### config.mk
export PLATFORM = sky130hd
export DESIGN_NAME = i2c_slave_regif
export DESIGN_NICKNAME = d
export VERILOG_FILES = /design/src/rtl/i2c_slave_pkg.sv /design/src/rtl/i2c_line_filter.sv /design/src/rtl/i2c_slave_regif.sv
export SDC_FILE = /design/constraint.sdc
export NUM_CORES = 1
export LEC_CHECK = 0
export BUFFER_PORTS_ARGS = -buffer_cell sky130_fd_sc_hd__buf_2
export CAP_MARGIN = 10
export CORE_MARGIN = 2
export CORE_UTILIZATION = 40
export DETAILED_ROUTE_END_ITERATION = 10
export PLACE_DENSITY_LB_ADDON = 0.2
export SYNTH_ARGS = -nofsm -noshare
export SYNTH_HDL_FRONTEND = slang
export SYNTH_SLANG_ARGS = --single-unit
### constraint.sdc
create_clock -name SYSCLK -period 1.9 [get_ports SYSCLK]
set_input_delay 0.285 -clock SYSCLK [delete_from_list [all_inputs] [get_ports SYSCLK]]
set_output_delay 0.285 -clock SYSCLK [all_outputs]
set_load 0.02 [all_outputs]
### src/rtl/i2c_slave_pkg.sv
// Shared constants for the I2C target register front end.
// FSM encoding, bus levels and the default device address.
package i2c_slave_pkg;

    localparam logic [3:0] S_IDLE      = 4'd0;
    localparam logic [3:0] S_ADDR      = 4'd1;
    localparam logic [3:0] S_ADDR_ACK  = 4'd2;
    localparam logic [3:0] S_OFFS      = 4'd3;
    localparam logic [3:0] S_OFFS_ACK  = 4'd4;
    localparam logic [3:0] S_WDATA     = 4'd5;
    localparam logic [3:0] S_WDATA_ACK = 4'd6;
    localparam logic [3:0] S_RDATA     = 4'd7;
    localparam logic [3:0] S_MACK      = 4'd8;
    localparam logic [3:0] S_IGNORE    = 4'd9;

    localparam logic ACK_LVL  = 1'b0;
    localparam logic NACK_LVL = 1'b1;

    localparam logic RW_WRITE = 1'b0;
    localparam logic RW_READ  = 1'b1;

    localparam logic [6:0] DEF_DEV_ADDR = 7'h40;
    localparam logic [6:0] GCALL_ADDR   = 7'h00;

endpackage

### src/rtl/i2c_line_filter.sv
// Two-flop synchronizer followed by a stable-level glitch filter.
// Output only follows the input after FILTER_LEN equal samples.
module i2c_line_filter #(
    parameter int FILTER_LEN = 3
) (
    input  logic i_clk,
    input  logic i_rst,
    input  logic i_raw,
    output logic o_filt
);

    localparam int CW = $clog2(FILTER_LEN + 1);

    logic          r_sync1;
    logic          r_sync2;
    logic          r_filt;
    logic [CW-1:0] r_cnt;

    always_ff @(posedge i_clk) begin
        if (i_rst) begin
            r_sync1 <= 1'b1;
            r_sync2 <= 1'b1;
            r_filt  <= 1'b1;
            r_cnt   <= '0;
        end else begin
            r_sync1 <= i_raw;
            r_sync2 <= r_sync1;
            if (r_sync2 == r_filt) begin
                r_cnt <= '0;
            end else if (r_cnt == CW'(FILTER_LEN - 1)) begin
                r_filt <= r_sync2;
                r_cnt  <= '0;
            end else begin
                r_cnt <= r_cnt + 1'b1;
            end
        end
    end

    assign o_filt = r_filt;

endmodule

### src/rtl/i2c_slave_regif.sv
// I2C target front end with a strobe register port.
// Optional SCL-low bus release: define I2C_SCL_TIMEOUT_EN.
module i2c_slave_regif
    import i2c_slave_pkg::*;
#(
    parameter logic [6:0]  DEV_ADDR       = DEF_DEV_ADDR,
    parameter int          FILTER_LEN     = 3,
    parameter logic [19:0] TIMEOUT_CYCLES = 20'd500000
) (
    input  logic       SYSCLK,
    input  logic       RESET,
    input  logic       SCL_IN,
    input  logic       SDA_IN,
    output logic       SDA_OE,
    output logic [7:0] REG_ADDR,
    output logic [7:0] REG_WDATA,
    output logic       REG_WR,
    output logic       REG_RD,
    input  logic [7:0] REG_RDATA,
    output logic       BUSY
);

    logic       w_scl;
    logic       w_sda;
    logic       r_scl_d;
    logic       r_sda_d;
    logic       w_scl_rise;
    logic       w_scl_fall;
    logic       w_start;
    logic       w_stop;
    logic       w_timeout;
    logic [7:0] w_byte;

    logic [3:0] r_state;
    logic [3:0] r_bitcnt;
    logic [7:0] r_shift;
    logic [7:0] r_tx;
    logic       r_phase;
    logic       r_rw;
    logic       r_sda_oe;
    logic [7:0] r_reg_addr;
    logic [7:0] r_wdata;
    logic       r_wr;
    logic       r_rd;
    logic       r_rd_d;
    logic       r_rd_pend;
    logic       r_busy;

    i2c_line_filter #(.FILTER_LEN(FILTER_LEN)) u_scl_filt (
        .i_clk  (SYSCLK),
        .i_rst  (RESET),
        .i_raw  (SCL_IN),
        .o_filt (w_scl)
    );

    i2c_line_filter #(.FILTER_LEN(FILTER_LEN)) u_sda_filt (
        .i_clk  (SYSCLK),
        .i_rst  (RESET),
        .i_raw  (SDA_IN),
        .o_filt (w_sda)
    );

    assign w_scl_rise = w_scl & ~r_scl_d;
    assign w_scl_fall = ~w_scl & r_scl_d;
    assign w_start    = w_scl & r_scl_d & r_sda_d & ~w_sda;
    assign w_stop     = w_scl & r_scl_d & ~r_sda_d & w_sda;
    assign w_byte     = {r_shift[6:0], w_sda};

`ifdef I2C_SCL_TIMEOUT_EN
    logic [19:0] r_to_cnt;

    always_ff @(posedge SYSCLK) begin
        if (RESET || w_scl || !r_busy) begin
            r_to_cnt <= '0;
        end else if (!w_timeout) begin
            r_to_cnt <= r_to_cnt + 20'd1;
        end
    end

    assign w_timeout = r_busy && !w_scl &&
                       (r_to_cnt == 20'(TIMEOUT_CYCLES - 20'd1));
`else
    assign w_timeout = 1'b0;
`endif

    always_ff @(posedge SYSCLK) begin
        if (RESET) begin
            r_scl_d    <= 1'b1;
            r_sda_d    <= 1'b1;
            r_state    <= S_IDLE;
            r_bitcnt   <= '0;
            r_shift    <= '0;
            r_tx       <= '0;
            r_phase    <= 1'b0;
            r_rw       <= RW_WRITE;
            r_sda_oe   <= 1'b0;
            r_reg_addr <= '0;
            r_wdata    <= '0;
            r_wr       <= 1'b0;
            r_rd       <= 1'b0;
            r_rd_d     <= 1'b0;
            r_rd_pend  <= 1'b0;
            r_busy     <= 1'b0;
        end else begin
            r_scl_d   <= w_scl;
            r_sda_d   <= w_sda;
            r_wr      <= 1'b0;
            r_rd      <= r_rd_pend;
            r_rd_pend <= 1'b0;
            r_rd_d    <= r_rd;
            // register file answers one cycle after the strobe
            if (r_rd_d) begin
                r_tx <= REG_RDATA;
            end
            if (r_wr) begin
                r_reg_addr <= r_reg_addr + 8'd1;
            end

            if (w_timeout || w_stop) begin
                r_state  <= S_IDLE;
                r_sda_oe <= 1'b0;
                r_busy   <= 1'b0;
            end else if (w_start) begin
                r_state  <= S_ADDR;
                r_bitcnt <= '0;
                r_phase  <= 1'b0;
                r_sda_oe <= 1'b0;
            end else begin
                case (r_state)
                    S_ADDR: begin
                        if (w_scl_rise) begin
                            r_shift  <= w_byte;
                            r_bitcnt <= r_bitcnt + 4'd1;
                            if (r_bitcnt == 4'd7) begin
                                r_bitcnt <= '0;
                                r_phase  <= 1'b0;
                                if (w_byte[7:1] == DEV_ADDR &&
                                    w_byte[7:1] != GCALL_ADDR) begin
                                    r_state <= S_ADDR_ACK;
                                    r_busy  <= 1'b1;
                                    r_rw    <= w_byte[0];
                                end else begin
                                    r_state <= S_IGNORE;
                                end
                            end
                        end
                    end
                    S_ADDR_ACK: begin
                        if (w_scl_fall && !r_phase) begin
                            r_sda_oe <= ~ACK_LVL;
                            r_phase  <= 1'b1;
                        end else if (w_scl_rise && r_phase) begin
                            if (r_rw == RW_READ) begin
                                r_rd <= 1'b1;
                            end
                        end else if (w_scl_fall && r_phase) begin
                            r_phase  <= 1'b0;
                            r_bitcnt <= '0;
                            if (r_rw == RW_READ) begin
                                r_sda_oe <= ~r_tx[7];
                                r_state  <= S_RDATA;
                            end else begin
                                r_sda_oe <= 1'b0;
                                r_state  <= S_OFFS;
                            end
                        end
                    end
                    S_OFFS: begin
                        if (w_scl_rise) begin
                            r_shift  <= w_byte;
                            r_bitcnt <= r_bitcnt + 4'd1;
                            if (r_bitcnt == 4'd7) begin
                                r_reg_addr <= w_byte;
                                r_bitcnt   <= '0;
                                r_phase    <= 1'b0;
                                r_state    <= S_OFFS_ACK;
                            end
                        end
                    end
                    S_OFFS_ACK: begin
                        if (w_scl_fall && !r_phase) begin
                            r_sda_oe <= ~ACK_LVL;
                            r_phase  <= 1'b1;
                        end else if (w_scl_fall && r_phase) begin
                            r_sda_oe <= 1'b0;
                            r_phase  <= 1'b0;
                            r_state  <= S_WDATA;
                        end
                    end
                    S_WDATA: begin
                        if (w_scl_rise) begin
                            r_shift  <= w_byte;
                            r_bitcnt <= r_bitcnt + 4'd1;
                            if (r_bitcnt == 4'd7) begin
                                r_bitcnt <= '0;
                                r_phase  <= 1'b0;
                                r_state  <= S_WDATA_ACK;
                            end
                        end
                    end
                    S_WDATA_ACK: begin
                        if (w_scl_fall && !r_phase) begin
                            r_wr     <= 1'b1;
                            r_wdata  <= r_shift;
                            r_sda_oe <= ~ACK_LVL;
                            r_phase  <= 1'b1;
                        end else if (w_scl_fall && r_phase) begin
                            r_sda_oe <= 1'b0;
                            r_phase  <= 1'b0;
                            r_state  <= S_WDATA;
                        end
                    end
                    S_RDATA: begin
                        if (w_scl_rise) begin
                            r_bitcnt <= r_bitcnt + 4'd1;
                        end else if (w_scl_fall) begin
                            if (r_bitcnt == 4'd8) begin
                                r_sda_oe <= 1'b0;
                                r_phase  <= 1'b0;
                                r_state  <= S_MACK;
                            end else begin
                                r_sda_oe <= ~r_tx[6];
                                r_tx     <= {r_tx[6:0], 1'b0};
                            end
                        end
                    end
                    S_MACK: begin
                        if (w_scl_rise && !r_phase) begin
                            if (w_sda == ACK_LVL) begin
                                r_reg_addr <= r_reg_addr + 8'd1;
                                r_rd_pend  <= 1'b1;
                                r_phase    <= 1'b1;
                            end else begin
                                r_state <= S_IGNORE;
                            end
                        end else if (w_scl_fall && r_phase) begin
                            r_sda_oe <= ~r_tx[7];
                            r_bitcnt <= '0;
                            r_phase  <= 1'b0;
                            r_state  <= S_RDATA;
                        end
                    end
                    S_IDLE, S_IGNORE: begin
                        r_sda_oe <= 1'b0;
                    end
                    default: begin
                        r_state  <= S_IDLE;
                        r_sda_oe <= 1'b0;
                    end
                endcase
            end
        end
    end

    assign SDA_OE    = r_sda_oe;
    assign REG_ADDR  = r_reg_addr;
    assign REG_WDATA = r_wdata;
    assign REG_WR    = r_wr;
    assign REG_RD    = r_rd;
    assign BUSY      = r_busy;

endmodule

==> impl_metrics.toml <==
[worst_setup_path]
critical_path.endpoint_type = "flip-flop"
worst_r2r_path_depth = 6
worstPathBufferInverterCount = 0
worst-r2r-setup-slack_ps = -120
path_class = "reg2reg"
critical_path_required_ps = 2110
worst_path_most_repeated_cell = "nand3_1"
arrival_ps = 2230
critical_path_peak_fanout = 2
critPathLaunchType = "flip-flop"
r2r_start = "r_shift[2]"
critical_path.cell_chain = "nor4_1 -> nand3_1 -> nand3_1 -> a21oi_1 -> a2111oi_0 -> a221oi_2"
worst_path_max_delay_cell = "a2111oi_0"
max_stage_delay_ps = 600
crit_family = "compound AO/OA/AOI/OAI gates"
worstReg2RegEnd = "r_state[0]"

[clock_tree]
holdBufCountCts = 0
cts.clk_slew.worst_paths_ps = 80
insertion_delay_ps = 360
cts_tree = "built"
htreeDepth = 3
cts-root-to-sink-buffers = 2
cts-root-buf = "clkbuf_8"
numCtsBuffers = 9
clock_sinks = 60

[power_and_ir_drop]
power.density_nw_per_um2 = 1060
total_power_mw = 4.52
leakage_nw = 1.81
ir_drop_uv = 513

[synth]
yosys_register_bits = 60
yosys_most_used_dff = "dfxtp_1"
share_of_synthesized_area_occupied_by_flip_flops_and_latches_pct = 38.1
yosysUniqueCellTypes = 64
synth_top_area_cell = "dfxtp_1"
synth_nets = 388
async_reset_ff_share_pct = 0
synthCells = 371
synth-warning-count = 0
syn_area_um2 = 3150
syn-mean-instance-area_um2 = 8.50
synth_enable_flop_cells = 0
netlist_top_cells_area = "dfxtp_1 (38%), mux2i_1 (8.3%), nor2_1 (6.9%)"
synth_top_area_share_pct = 38.1

[detailed_routing]
iteration_0_drc_markers = 195
detailedRoute.firstPassIterationCount = 4
route.detailed.vias_per_inst = 5.41
drt-total-wl_um = 8940
detailroute.via_count = 3108
drt_drc_violations_left = 0
ant_nets = 0
average_wire_length_per_cell_after_detail_routing_um = 15.5

[worst_hold_path]
min_to = "u_scl_filt.r_sync1"
hold_depth = 2
hold_path.class = "in2reg"
holdCritStartpoint = "SCL_IN"

[global_routing]
pin_count_of_the_biggest_net_entering_global_routing = 23
grt_antenna_before_repair = 0
grt_first_pass_wirelength_um = 14500
globalRoute.totalOverflow = 0
gr-usage-all-layers_pct = 21.3
grt_pass1_vias = 2967

[timing]
achievable-frequency_mhz = 494
max_slew_headroom_pct = 54.3
rsz_0062_raised_after_global_routing = "yes"
timing.hold.ws_ps = 119
setup_viol_count_final = 4
timing.final.hold_violations = 0
timing.final.crit_share_pct = 107
fin_ws_ps = -125
time_the_worst_path_needs_with_i_o_delays_and_setup_ps = 2020
maxSlewViolCount = 0
tightestPinTransition_ps = 668
worst_case_clock_skew_ps = 19.4

[run]
timing.max_cap.violations = 0

[floorplan]
design.die.area_um2 = 8610
die-width_um = 92.8
initial_utilization_pct = 41.0
die_height_um = 92.8
ioPinCount = 32
core.rowCount = 32
core_um2 = 7690

[finish]
num-nets-final = 485
fraction_of_layout_cells_with_a_size_suffix_above_1_pct = 35.3
synthesis_to_layout_area_growth_pct = 34.8
fin_util_pct = 55.3
num_antenna_cells = 0
layout.filler_cells = 721

[outcome]
run_status = "complete, but fails checks"
failed_checks = "negative setup slack"

[placement]
dp_hpwl_um = 6530
gp_routability_congestion = 0.957
port-buffer-count = 31
dp_worst_setup_slack_ps = -225
## cell usage in the layout (no fill, tap or decap), types with 3 or more instances in the layout
master,n
buf_4,77
dfxtp_1,57
nor2_1,55
buf_2,32
mux2i_1,26
o21ai_0,18
nand2_1,17
a21oi_1,14
inv_1,12
clkbuf_8,9
nor3_1,8
a211oi_1,8
nor2b_1,7
nand3_1,7
or2_2,6
xnor2_1,5
xor2_1,5
ha_1,5
nand2b_1,4
a31oi_1,4
a22oi_1,4
and3_1,3
nor4_1,3
or4_1,3
o21ai_1,3
o22ai_1,3
nor2_2,3
nand4_1,3
inv_6,3
## state kept, by name, summed over array words and instances, names as in the netlist, 2 cells and up
register / flops
r_state: 4
r_bitcnt: 4
REG_WDATA: 8
r_shift: 8
r_tx: 8
u_scl_filt.r_cnt: 2
u_sda_filt.r_cnt: 2
REG_ADDR: 8
## routing by layer
layer / global-route usage [%] / part of all wire (%) / up-vias
li1: - / - / 1538
met1: 26.0 / 45 / 1484
met2: 36.2 / 49 / 67
met3: 4.23 / 3.4 / 19
met4: 8.95 / 2.8 / 0
met5: 0 / 0 / -
## where the power goes
group          internal (mW)  switching (mW)
sequential              1.32          0.0608
combinational          0.968           0.949
clock                  0.624           0.605
total                   2.91            1.61
## stage by stage
step	cell area (um2)	std cells	TNS [ps]
after floorplan	3160	371	-45.2
after global placement	3860	551	-1400
after detailed placement	3860	551	-1740
after CTS	4130	571	-235
after global routing	4250	575	-1290
final	4250	575	-432
## cells by family (layout without fill, tap and decap cells)
logic type      after synthesis  in the layout  synth area share [%]
compound gates               84             84                  18.4
xor+xnor                     11             11                  3.05
fa+ha+maj                     6              6                  2.30
buf+inv                      37            139                  5.28
flops                        60             60                  38.1
mux                          27             27                  8.61
simple gates                146            146                  24.3
## final cells by class
type	count	area [um2]	share of cell area, %
tap	102	128	3.00
timing repair buffer	111	769	18.1
inverter	12	45.0	1.06
clock inverter	7	81.3	1.91
clock buffer	9	124	2.91
multi-input combinational	274	1900	44.6
sequential	60	1210	28.4
## worst register-to-register path, cell delays in order, from the launching register on
cell       delay, ps
dfxtp_1          320
nor4_1           380
nand3_1          220
nand3_1          130
a21oi_1           70
a2111oi_0        600
a221oi_2         170
## cell usage after synthesis (all sizes together) (3+ instances only)
cell    instances
a211oi          8
a21oi          15
a221oi          3
a22oi           4
a31oi           4
and2            4
and3            3
buf            14
clkbuf         11
dfxtp          60
ha              5
inv            12
mux2i          26
nand2          17
nand2b          4
nand3           7
nand4           3
nor2           58
nor2b           9
nor3           10
nor4            3
nor4b           3
o21ai          22
o22ai           3
or2             7
or3             4
or4             3
xnor2           6
xor2            5
## worst max-delay path by stage
stage,endpoint,slack (ps),startpoint,depth (start not counted)
floorplan,REG_ADDR[1],-40,r_state[2],8
global placement,r_state[0],-120,r_state[0],6
detailed placement,r_state[0],-220,r_state[0],6
CTS,REG_ADDR[1],-80,r_state[0],7
global route,REG_ADDR[1],-210,r_state[0],7
finish,r_state[0],-120,r_shift[2],6
## timing repair
action / CTS / global route
cloned: 0 / 1
setup endpoints to repair: 21 / 23
setup buffers: 4 / 3
gates resized for setup: 10 / 18
pin swaps: 0 / 5
Note: power is estimated with default switching activity, not from simulation.
